--- src/rtl/rpc_cmd_splitter.sv ---
// Splits one long RPC DRAM command into sub-commands that never cross a row
// boundary, never exceed MaxBurst words and, optionally, stay MaxBurst-aligned.
module rpc_cmd_splitter #(
  parameter int AddrWidth  = 20,
  parameter int InLenWidth = 16,
  parameter int BlenWidth  = 6,
  parameter int ColWidth   = 10,
  parameter int MaxBurst   = 32,
  parameter int AlignBurst = 0
) (
  input  logic                  clk_i,
  input  logic                  rst_i,
  input  logic                  in_valid_i,
  output logic                  in_ready_o,
  input  logic                  in_write_i,
  input  logic [AddrWidth-1:0]  in_addr_i,
  input  logic [InLenWidth-1:0] in_len_i,
  output logic                  out_valid_o,
  input  logic                  out_ready_i,
  output logic                  out_write_o,
  output logic [AddrWidth-1:0]  out_addr_o,
  output logic [BlenWidth-1:0]  out_len_o,
  output logic                  out_last_o,
  output logic                  busy_o
);

  localparam int RemWidth = InLenWidth + 1;
  localparam int CntWidth = (RemWidth > ColWidth + 1) ? RemWidth : ColWidth + 1;

  typedef enum logic {
    IDLE  = 1'b0,
    SPLIT = 1'b1
  } state_t;

  state_t                state_r;
  logic                  out_valid_r;
  logic                  out_write_r;
  logic [AddrWidth-1:0]  out_addr_r;
  logic [BlenWidth-1:0]  out_len_r;
  logic                  out_last_r;
  logic                  busy_r;
  logic [CntWidth-1:0]   rem_r;

  logic [CntWidth-1:0]   cur_n_s;
  logic [AddrWidth-1:0]  sel_addr_s;
  logic [CntWidth-1:0]   sel_rem_s;
  logic [CntWidth-1:0]   n_s;

  // Words that fit before the next row (or aligned) boundary, capped by what remains.
  function automatic logic [CntWidth-1:0] chunk_words(input logic [AddrWidth-1:0] a,
                                                      input logic [CntWidth-1:0]  r);
    logic [CntWidth-1:0] room_row;
    logic [CntWidth-1:0] room;
    room_row = (CntWidth'(1) << ColWidth) - CntWidth'(a[ColWidth-1:0]);
    if (AlignBurst != 0) begin
      room = CntWidth'(MaxBurst) - CntWidth'(a % AddrWidth'(MaxBurst));
    end else if (room_row < CntWidth'(MaxBurst)) begin
      room = room_row;
    end else begin
      room = CntWidth'(MaxBurst);
    end
    if (r < room) begin
      return r;
    end else begin
      return room;
    end
  endfunction

  // Address/remaining count the next sub-command is computed from; out_addr_r doubles as cur_addr.
  always_comb begin
    cur_n_s = CntWidth'(out_len_r) + CntWidth'(1);
    if (state_r == IDLE) begin
      sel_addr_s = in_addr_i;
      sel_rem_s  = CntWidth'(in_len_i) + CntWidth'(1);
    end else begin
      sel_addr_s = out_addr_r + AddrWidth'(cur_n_s);
      sel_rem_s  = rem_r - cur_n_s;
    end
    n_s = chunk_words(sel_addr_s, sel_rem_s);
  end

  // Splitter FSM with registered sub-command outputs.
  always_ff @(posedge clk_i or posedge rst_i) begin
    if (rst_i) begin
      state_r     <= IDLE;
      out_valid_r <= 1'b0;
      out_write_r <= 1'b0;
      out_addr_r  <= '0;
      out_len_r   <= '0;
      out_last_r  <= 1'b0;
      busy_r      <= 1'b0;
      rem_r       <= '0;
    end else begin
      case (state_r)
        IDLE: begin
          if (in_valid_i) begin
            out_write_r <= in_write_i;
            out_addr_r  <= sel_addr_s;
            rem_r       <= sel_rem_s;
            out_len_r   <= BlenWidth'(n_s - CntWidth'(1));
            out_last_r  <= (n_s == sel_rem_s);
            out_valid_r <= 1'b1;
            busy_r      <= 1'b1;
            state_r     <= SPLIT;
          end
        end
        SPLIT: begin
          if (out_ready_i) begin
            if (out_last_r) begin
              out_valid_r <= 1'b0;
              busy_r      <= 1'b0;
              state_r     <= IDLE;
            end else begin
              out_addr_r  <= sel_addr_s;
              rem_r       <= sel_rem_s;
              out_len_r   <= BlenWidth'(n_s - CntWidth'(1));
              out_last_r  <= (n_s == sel_rem_s);
            end
          end
        end
        default: begin
          state_r     <= IDLE;
          out_valid_r <= 1'b0;
          busy_r      <= 1'b0;
        end
      endcase
    end
  end

  assign in_ready_o  = (state_r == IDLE) && !rst_i;
  assign out_valid_o = out_valid_r;
  assign out_write_o = out_write_r;
  assign out_addr_o  = out_addr_r;
  assign out_len_o   = out_len_r;
  assign out_last_o  = out_last_r;
  assign busy_o      = busy_r;

endmodule
--- config.mk ---
export PLATFORM = sky130hd
export DESIGN_NAME = rpc_cmd_splitter
export DESIGN_NICKNAME = d
export VERILOG_FILES = /design/src/rtl/rpc_cmd_splitter.sv
export SDC_FILE = /design/constraint.sdc
export NUM_CORES = 1
export LEC_CHECK = 0
export CORE_MARGIN = 10
export CORE_UTILIZATION = 54
export CTS_CLUSTER_DIAMETER = 120
export DETAILED_ROUTE_END_ITERATION = 10
export MAX_ROUTING_LAYER = met4
export PLACE_DENSITY_LB_ADDON = 0.25
export SLEW_MARGIN = 20
export SYNTH_ARGS = -nofsm -noshare
export SYNTH_HDL_FRONTEND = slang
export SYNTH_SLANG_ARGS = --single-unit
--- constraint.sdc ---
create_clock -name clk_i -period 8 [get_ports clk_i]
set_input_delay 1.6 -clock clk_i [delete_from_list [all_inputs] [get_ports clk_i]]
set_output_delay 1.6 -clock clk_i [all_outputs]
set_load 0.02 [all_outputs]
# Word level (Yosys, flattened, before mapping)
# Index checks and enable logic that the tools add are counted.
[totals]
register_bits = 47
input_bits = 41
out_inout_bits = 31
elab_cells = 55
[op_classes]
n_addsub = 6
order_cmp = 2
n_eq_ne = 5
n_mux = 28
n_bitwise = 1
reduce_logical = 6
[op_table]
columns = ["op", "n"]
rows = [
  ["2-to-1 mux 17 bit", 6],
  ["2-to-1 mux 20 bit", 4],
  ["one-hot mux 20 bit (2 select lines)", 1],
  ["one-hot mux 17 bit (2 select lines)", 1],
  ["adder 20 x 7 -> 20 bit", 1],
  ["2-to-1 mux 6 bit", 3],
  ["adder 16 x 1 -> 17 bit (second input constant)", 1],
  ["equality test 17 bit", 1],
  ["< comparator 17 bit", 1],
  ["< comparator 17 x 6 -> 1 bit (second input constant)", 1],
  ["subtractor 17 x 7 -> 17 bit", 1],
  ["one-hot mux 6 bit (2 select lines)", 1],
  ["subtractor 11 x 10 -> 12 bit (first input constant)", 1],
  ["2-to-1 mux 1 bit", 9],
  ["adder 6 x 1 -> 7 bit (second input constant)", 1],
  ["!= test 2 bit (second input constant)", 3],
  ["one-hot mux 1 bit (2 select lines)", 3],
  ["AND reduction 3 bit", 2],
  ["subtractor 6 x 1 -> 6 bit (second input constant)", 1],
  ["AND reduction 2 bit", 2],
  ["!= test 2 x 1 -> 1 bit (second input constant)", 1],
  ["logical AND 1 bit", 1],
  ["logical NOT 1 bit", 1],
  ["inverter 1 bit", 1],
]

# Depth between registers and ports, before layout
# Gate-level depths: netlist of the first run.
[depth]
word_depth = 12
depth_mapped = 27
ltp_nobuf = 26

# Least setup slack after synthesis of the first run
# Ideal clock, no wire load.
[synth_path]
path_type = "input port to flip-flop"
from = "in in_addr_i[0]"
to = "reg out_len_r[4], in the netlist out_len_o[4]"
setup_ps = 134
t_arrival_ps = 5892
required_time_ps = 7866
setup_slack_ps = 1974
cell_stages = 20
path_buffers = 1
path_cell_list = "mux2i_1 nand3_1 a311oi_1 nand3_1 a211oi_1 buf_2 nand2_1 ha_1 a21o_1 a21o_1 a21oi_1 o21ai_0 nor4_1 o2bb2ai_1 nand2_4 mux2_4 ha_1 mux2_2 a222oi_1 o21ai_0"
[synth_between]
elab_chain_len = 10
elab_cells_between_ends = 11
classes_between = "2 x add/sub; 2 x order compare; 7 x mux"
[synth_lines]
columns = ["item", "line", "text"]
rows = [
  ["start: declaration", "16", "input logic [AddrWidth-1:0] in_addr_i,"],
  ["2-to-1 mux 20 bit *", "72", "if (state_r == IDLE) begin"],
  ["subtractor 11 x 10 -> 12 bit *", "54", "room_row = (CntWidth'(1) << ColWidth) - CntWidth'(a[ColWidth-1:0]);"],
  ["< comparator 17 x 6 -> 1 bit", "57", "end else if (room_row < CntWidth'(MaxBurst)) begin"],
  ["2-to-1 mux 17 bit *", "57", ""],
  ["< comparator 17 bit", "62", "if (r < room) begin"],
  ["2-to-1 mux 17 bit *", "62", ""],
  ["subtractor 6 x 1 -> 6 bit *", "100, 116", ""],
  ["2-to-1 mux 6 bit", "109", "if (out_last_r) begin"],
  ["2-to-1 mux 6 bit", "108", "if (out_ready_i) begin"],
  ["one-hot mux 6 bit (2 select lines) *", "94", "case (state_r)"],
  ["end signal: assignment", "100", "out_len_r <= BlenWidth'(n_s - CntWidth'(1));"],
  ["end signal: assignment", "116", "out_len_r <= BlenWidth'(n_s - CntWidth'(1));"],
  ["end: declaration", "39", "logic [BlenWidth-1:0] out_len_r;"],
]
# Mark *: on every way between the ends. The rest lies on a longest branch, timed or not. The select of a mux whose other input is x is not followed.
# A chain may end at the register's enable or synchronous reset.

# Worst setup path after layout of the first run
# Same ends and word-level chain as after synthesis.

==> metrics, run 1 <==
initial DRC count=280; WL per Instance=17.35 um; core area=7370 sq um; Total Routing Usage GR=21.20%; worst endpoint required time=8190 ps; Post-Syn Area per Cell=7.816 sq um; global route overflow=0; Worst Hold Class=reg2reg; Final Hold Viols=0; status=complete, no violations; vias in the first global route=4,070; Fmax=0.1479 GHz; PortBufs=71; FFs w/ async S/R, synth=100.0%; Longest Clk Path Bufs=2; # DRC=0; setup_tns=0 ps; Post-synth top flop=dfrtp_1; Avg Vias per Cell=5.996; htree depth=2; chip width=107.7 um; Post-CTS Setup Bufs=0; diode count=0; Mapped Area=4150 sq um; Worst Reg2Reg Path Length in Cells=24; Tcrit/Tclk final=84.50%; largest net degree at the start of global routing=56; sequential share of the synthesized area=28.34%; Ports=72; # clock sinks=47; CP max FO=15; CP startpoint kind=primary input; CTS tree=built; drt pass-1 iters=5; DIE AREA=11,590 sq um; std cell rows=31; # resized after CTS=0; hold_buf cts=0; Unique masters post-synth=57; initial core utilization=56.32%; Layout Nets=663; flop and latch count out of synthesis=47; skew final=9.242 ps; RSZ-0062 raised after global routing=false; Die Y=107.7 um; Final min period=6760 ps; Critical Path Sink Type=flip-flop; initial antenna violation count=0; Final setup viols=0; post-synthesis instance total=531; Max Cap Viol=0; normalized max-slew margin=42.03%; DRT Wirelength=12.04 mm; layout cells sized above 1=5.714%; critical path type=in2reg; first-pass GRT wire length=19.73 mm; hold depth=2; synth warn=0; final-report max-slew violation count=0; Routed Antenna Nets=0; number of buffers created by CTS=5; EDFF count, synth=0; DPL Wire Length=9.053 mm; GPL Wtd Cong=0.9126; Clock Latency Late Sink=310 ps; most frequent cells in the layout=71 x nand2_1, 71 x clkdlybuf4s50_1, 53 x nor2_1; root buf cell=clkbuf_8; CTS clk-pin slew, worst paths=100 ps; crit path DAT=6950 ps; Vias=4,161; Worst-Margin Slew=868.6 ps; synthesis-to-layout area growth=22.22%
-- critical path, cell delays in order --
cell             delay (ps)
clkdlybuf4s50_1         410
mux2i_1                 490
nand3_1                 230
a311oi_1                370
nand3_1                 150
a211oi_1                240
buf_4                   230
nand2b_1                100
ha_1                    300
a21o_1                  180
a21o_1                  170
a21oi_1                 130
o21ai_0                 130
nor4_1                  310
o2bb2ai_1               410
nand2_4                 140
mux2_4                  340
ha_1                    240
mux2_2                  290
a222oi_1                350
o21ai_0                 140
-- flip-flops by register name, indices dropped and copies added (netlist names) --
signal       count
rem_r           17
out_len_o        6
out_write_o      1
busy_o           1
out_last_o       1
out_addr_o      20
state_r          1
-- path summary, 6_finish.rpt --
check                        startpoint           end  slack [ps]
max                        in_addr_i[0]  out_len_o[4]        1240
min                            rem_r[5]      rem_r[5]         500
max reg2reg                out_len_o[0]  out_len_o[4]        1520
min reg2reg                    rem_r[5]      rem_r[5]         500
max in group asynchronous         rst_i       state_r        5660
min in group asynchronous         rst_i   out_write_o        1780
-- metrics by stage --
stage,setup slack (ps),hold slack (ps),std cells,utilization [%],area [sq um]
after global routing,786.9,530.1,694,68.83,5072
final,1240,501.2,694,68.83,5072
after CTS,1338,503.6,694,68.81,5071
after detailed placement,1015,481.1,686,67.23,4955
after global placement,1211,467.5,686,67.23,4955
after floorplan,1974,445.3,533,-,4158
-- layer usage --
layer  GRT usage (%)  vias to the layer above  wire length (um)
li1                -                     2024                 -
met1           27.73                     1942              5508
met2           32.96                      168              5424
met3           4.012                       27               902
met4           5.248                        0               204
met5               -                        -                 0
-- cell type report --
cell class | instances | area, sq um
Timing Repair Buffer | 76 | 748.2
Multi-Input combinational cell | 441 | 2819
Fill cell | 630 | 2297
Inverter | 23 | 87.58
Clock buffer | 5 | 68.82
Sequential cell | 47 | 1177
Tap cell | 99 | 123.9
Clock inverter | 3 | 47.55
-- synth_stat cells (4+ instances only) --
| master | count | area (sq um) |
|---|---|---|
| nand2_1 | 71 | 266.5 |
| nor2_1 | 53 | 198.9 |
| a21oi_1 | 49 | 245.2 |
| dfrtp_1 | 47 | 1176 |
| o21ai_0 | 28 | 140.1 |
| ha_1 | 26 | 325.3 |
| inv_1 | 23 | 86.33 |
| xnor2_1 | 23 | 201.4 |
| nand3_1 | 19 | 95.09 |
| xor2_1 | 18 | 157.7 |
| o22ai_1 | 14 | 87.58 |
| clkbuf_1 | 13 | 48.80 |
| a21o_1 | 9 | 67.56 |
| a31oi_1 | 9 | 56.30 |
| mux2i_1 | 9 | 90.09 |
| nor3_1 | 9 | 45.04 |
| nor4_1 | 9 | 56.30 |
| o21a_1 | 9 | 67.56 |
| nand4_1 | 8 | 50.05 |
| nor2b_1 | 8 | 50.05 |
| buf_1 | 7 | 26.28 |
| and3_1 | 6 | 37.54 |
| mux2_2 | 5 | 56.30 |
| nand2b_1 | 5 | 31.28 |
| o31ai_1 | 4 | 30.03 |
-- cells by family after synthesis --
family | Yosys count | share of synthesized area, %
AND/OR/NAND/NOR | 207 | 23.94
AO/OA/AOI/OAI | 146 | 21.74
XOR/XNOR | 41 | 8.652
other | 1 | 0.09036
buffers and inverters | 45 | 4.191
flip-flops | 47 | 28.34
multiplexers | 16 | 4.251
adder cells (fa/ha/maj) | 28 | 8.803
Power of run 1 is not shown: default switching activity piles up to over one toggle a cycle in this logic, so the estimate is an artifact.
==> inputs of run 2 (changes only) <==
==> constraint.sdc (replaced) <==
create_clock -name clk_i -period 6.7 [get_ports clk_i]
set_input_delay 1.34 -clock clk_i [delete_from_list [all_inputs] [get_ports clk_i]]
set_output_delay 1.34 -clock clk_i [all_outputs]
set_load 0.02 [all_outputs]
==> metrics, run 2 (synthesis results as in run 1) <==
Die Y=107.7 um; htree depth=2; Routed Antenna Nets=0; CP bufs+invs=1; Critical Path Sink Type=flip-flop; worst path cell trace=ha_1, inv_1, fa_1, xnor2_1, mux2i_1, nand3_1, a311oi_1, nand3_1, a211oi_1, nand2b_1, ha_1, a21o_1, a21o_1, a21oi_1, o21ai_0, nor4_1, o2bb2ai_1, nand2_4, mux2_4, ha_1, mux2_2, a222oi_1, o21ai_0; global route overflow=0; Avg Vias per Cell=5.910; Vias=4,131; initial antenna violation count=0; most frequent cells in the layout=71 x nand2_1, 71 x clkdlybuf4s50_1, 53 x nor2_1; vias in the first global route=4,006; DPL Wire Length=9.027 mm; WL per Instance=16.86 um; RSZ-0062 raised after global routing=false; Final Hold Viols=0; Largest register FFs=20; Max Cap Viol=0; Clock Latency Late Sink=310 ps; final-report max-slew violation count=0; Total Routing Usage GR=20.97%; layout cells sized above 1=6.500%; Fmax=0.1604 GHz; crit path max-delay cell type=a211oi_1; Longest Clk Path Bufs=2; Post-CTS Setup Bufs=0; core area=7370 sq um; status=complete, no violations; initial core utilization=56.32%; critical path type=reg2reg; std cell rows=31; setup_tns=0 ps; Worst-Margin Slew=840.1 ps; skew final=10.51 ps; root buf cell=clkbuf_8; chip width=107.7 um; DIE AREA=11,590 sq um; Tcrit/Tclk final=93.06%; hold_buf cts=0; Worst Hold Class=reg2reg; CP startpoint kind=flip-flop; worst endpoint required time=6890 ps; GPL Wtd Cong=0.9523; crit-path most repeated cell=ha_1; DRT Wirelength=11.79 mm; drt pass-1 iters=4; normalized max-slew margin=43.93%; Crit path max-delay family=compound AO/OA/AOI/OAI gates; largest net degree at the start of global routing=56; CP max FO=6; Final min period=6235 ps; PortBufs=71; number of buffers created by CTS=5; Ports=72; diode count=0; # resized after CTS=0; crit path DAT=6420 ps; Layout Nets=668; CTS clk-pin slew, worst paths=100 ps; Final setup viols=0; CTS tree=built; # clock sinks=47; Largest stage delay, worst path=500 ps; reg2reg setup slack=470 ps; first-pass GRT wire length=19.49 mm; # DRC=0; synthesis-to-layout area growth=22.61%; initial DRC count=306
## run 2: final cells by class
cell class,instances,area [sq um]
clock buffers,5,68.82
clock inverters,3,26.28
fillers,646,2281
inverters,23,87.58
multi-input cells,441,2819
flip-flops and latches,47,1177
well taps,99,123.9
repair buffers,81,785.8
## run 2: routing by layer
layer	vias to the layer above	GRT usage (%)	wire [um]
met4	0	3.817	78
li1	2030	-	-
met3	7	3.593	804
met1	1937	27.57	5572
met5	-	-	0
met2	157	33.35	5330
## run 2: worst paths after layout
kind	startpoint	to	depth (start not counted)
setup / recovery	out_len_o[0]	out_len_o[4]	23
max in group asynchronous	rst_i	state_r	2
hold reg to reg	rem_r[6]	rem_r[6]	2
min in group asynchronous	rst_i	out_addr_o[16]	2
setup reg to reg	out_len_o[0]	out_len_o[4]	23
hold / removal	rem_r[6]	rem_r[6]	2
## run 2: tightest hold or removal path: cells and delay by family (launching register included)
family           cells  cell delay, ps
and+or+nand+nor      2             110
DFF                  1             360
## run 2: stage by stage
step | hold WS [ps] | setup WS [ps] | util (%) | area [sq um] | cells
2_1_floorplan | 445.3 | 877.2 | - | 4158 | 533
4_1_cts | 504.6 | 504.2 | 69.03 | 5087 | 699
3_5_place_dp | 480.2 | 291.2 | 67.74 | 4992 | 691
3_3_place_gp | 464.0 | 436.7 | 67.74 | 4992 | 691
6_report | 503.3 | 465.2 | 69.05 | 5089 | 699
5_1_grt | 529.7 | 12.55 | 69.05 | 5089 | 699
Power of run 2 is left out for the same reason.
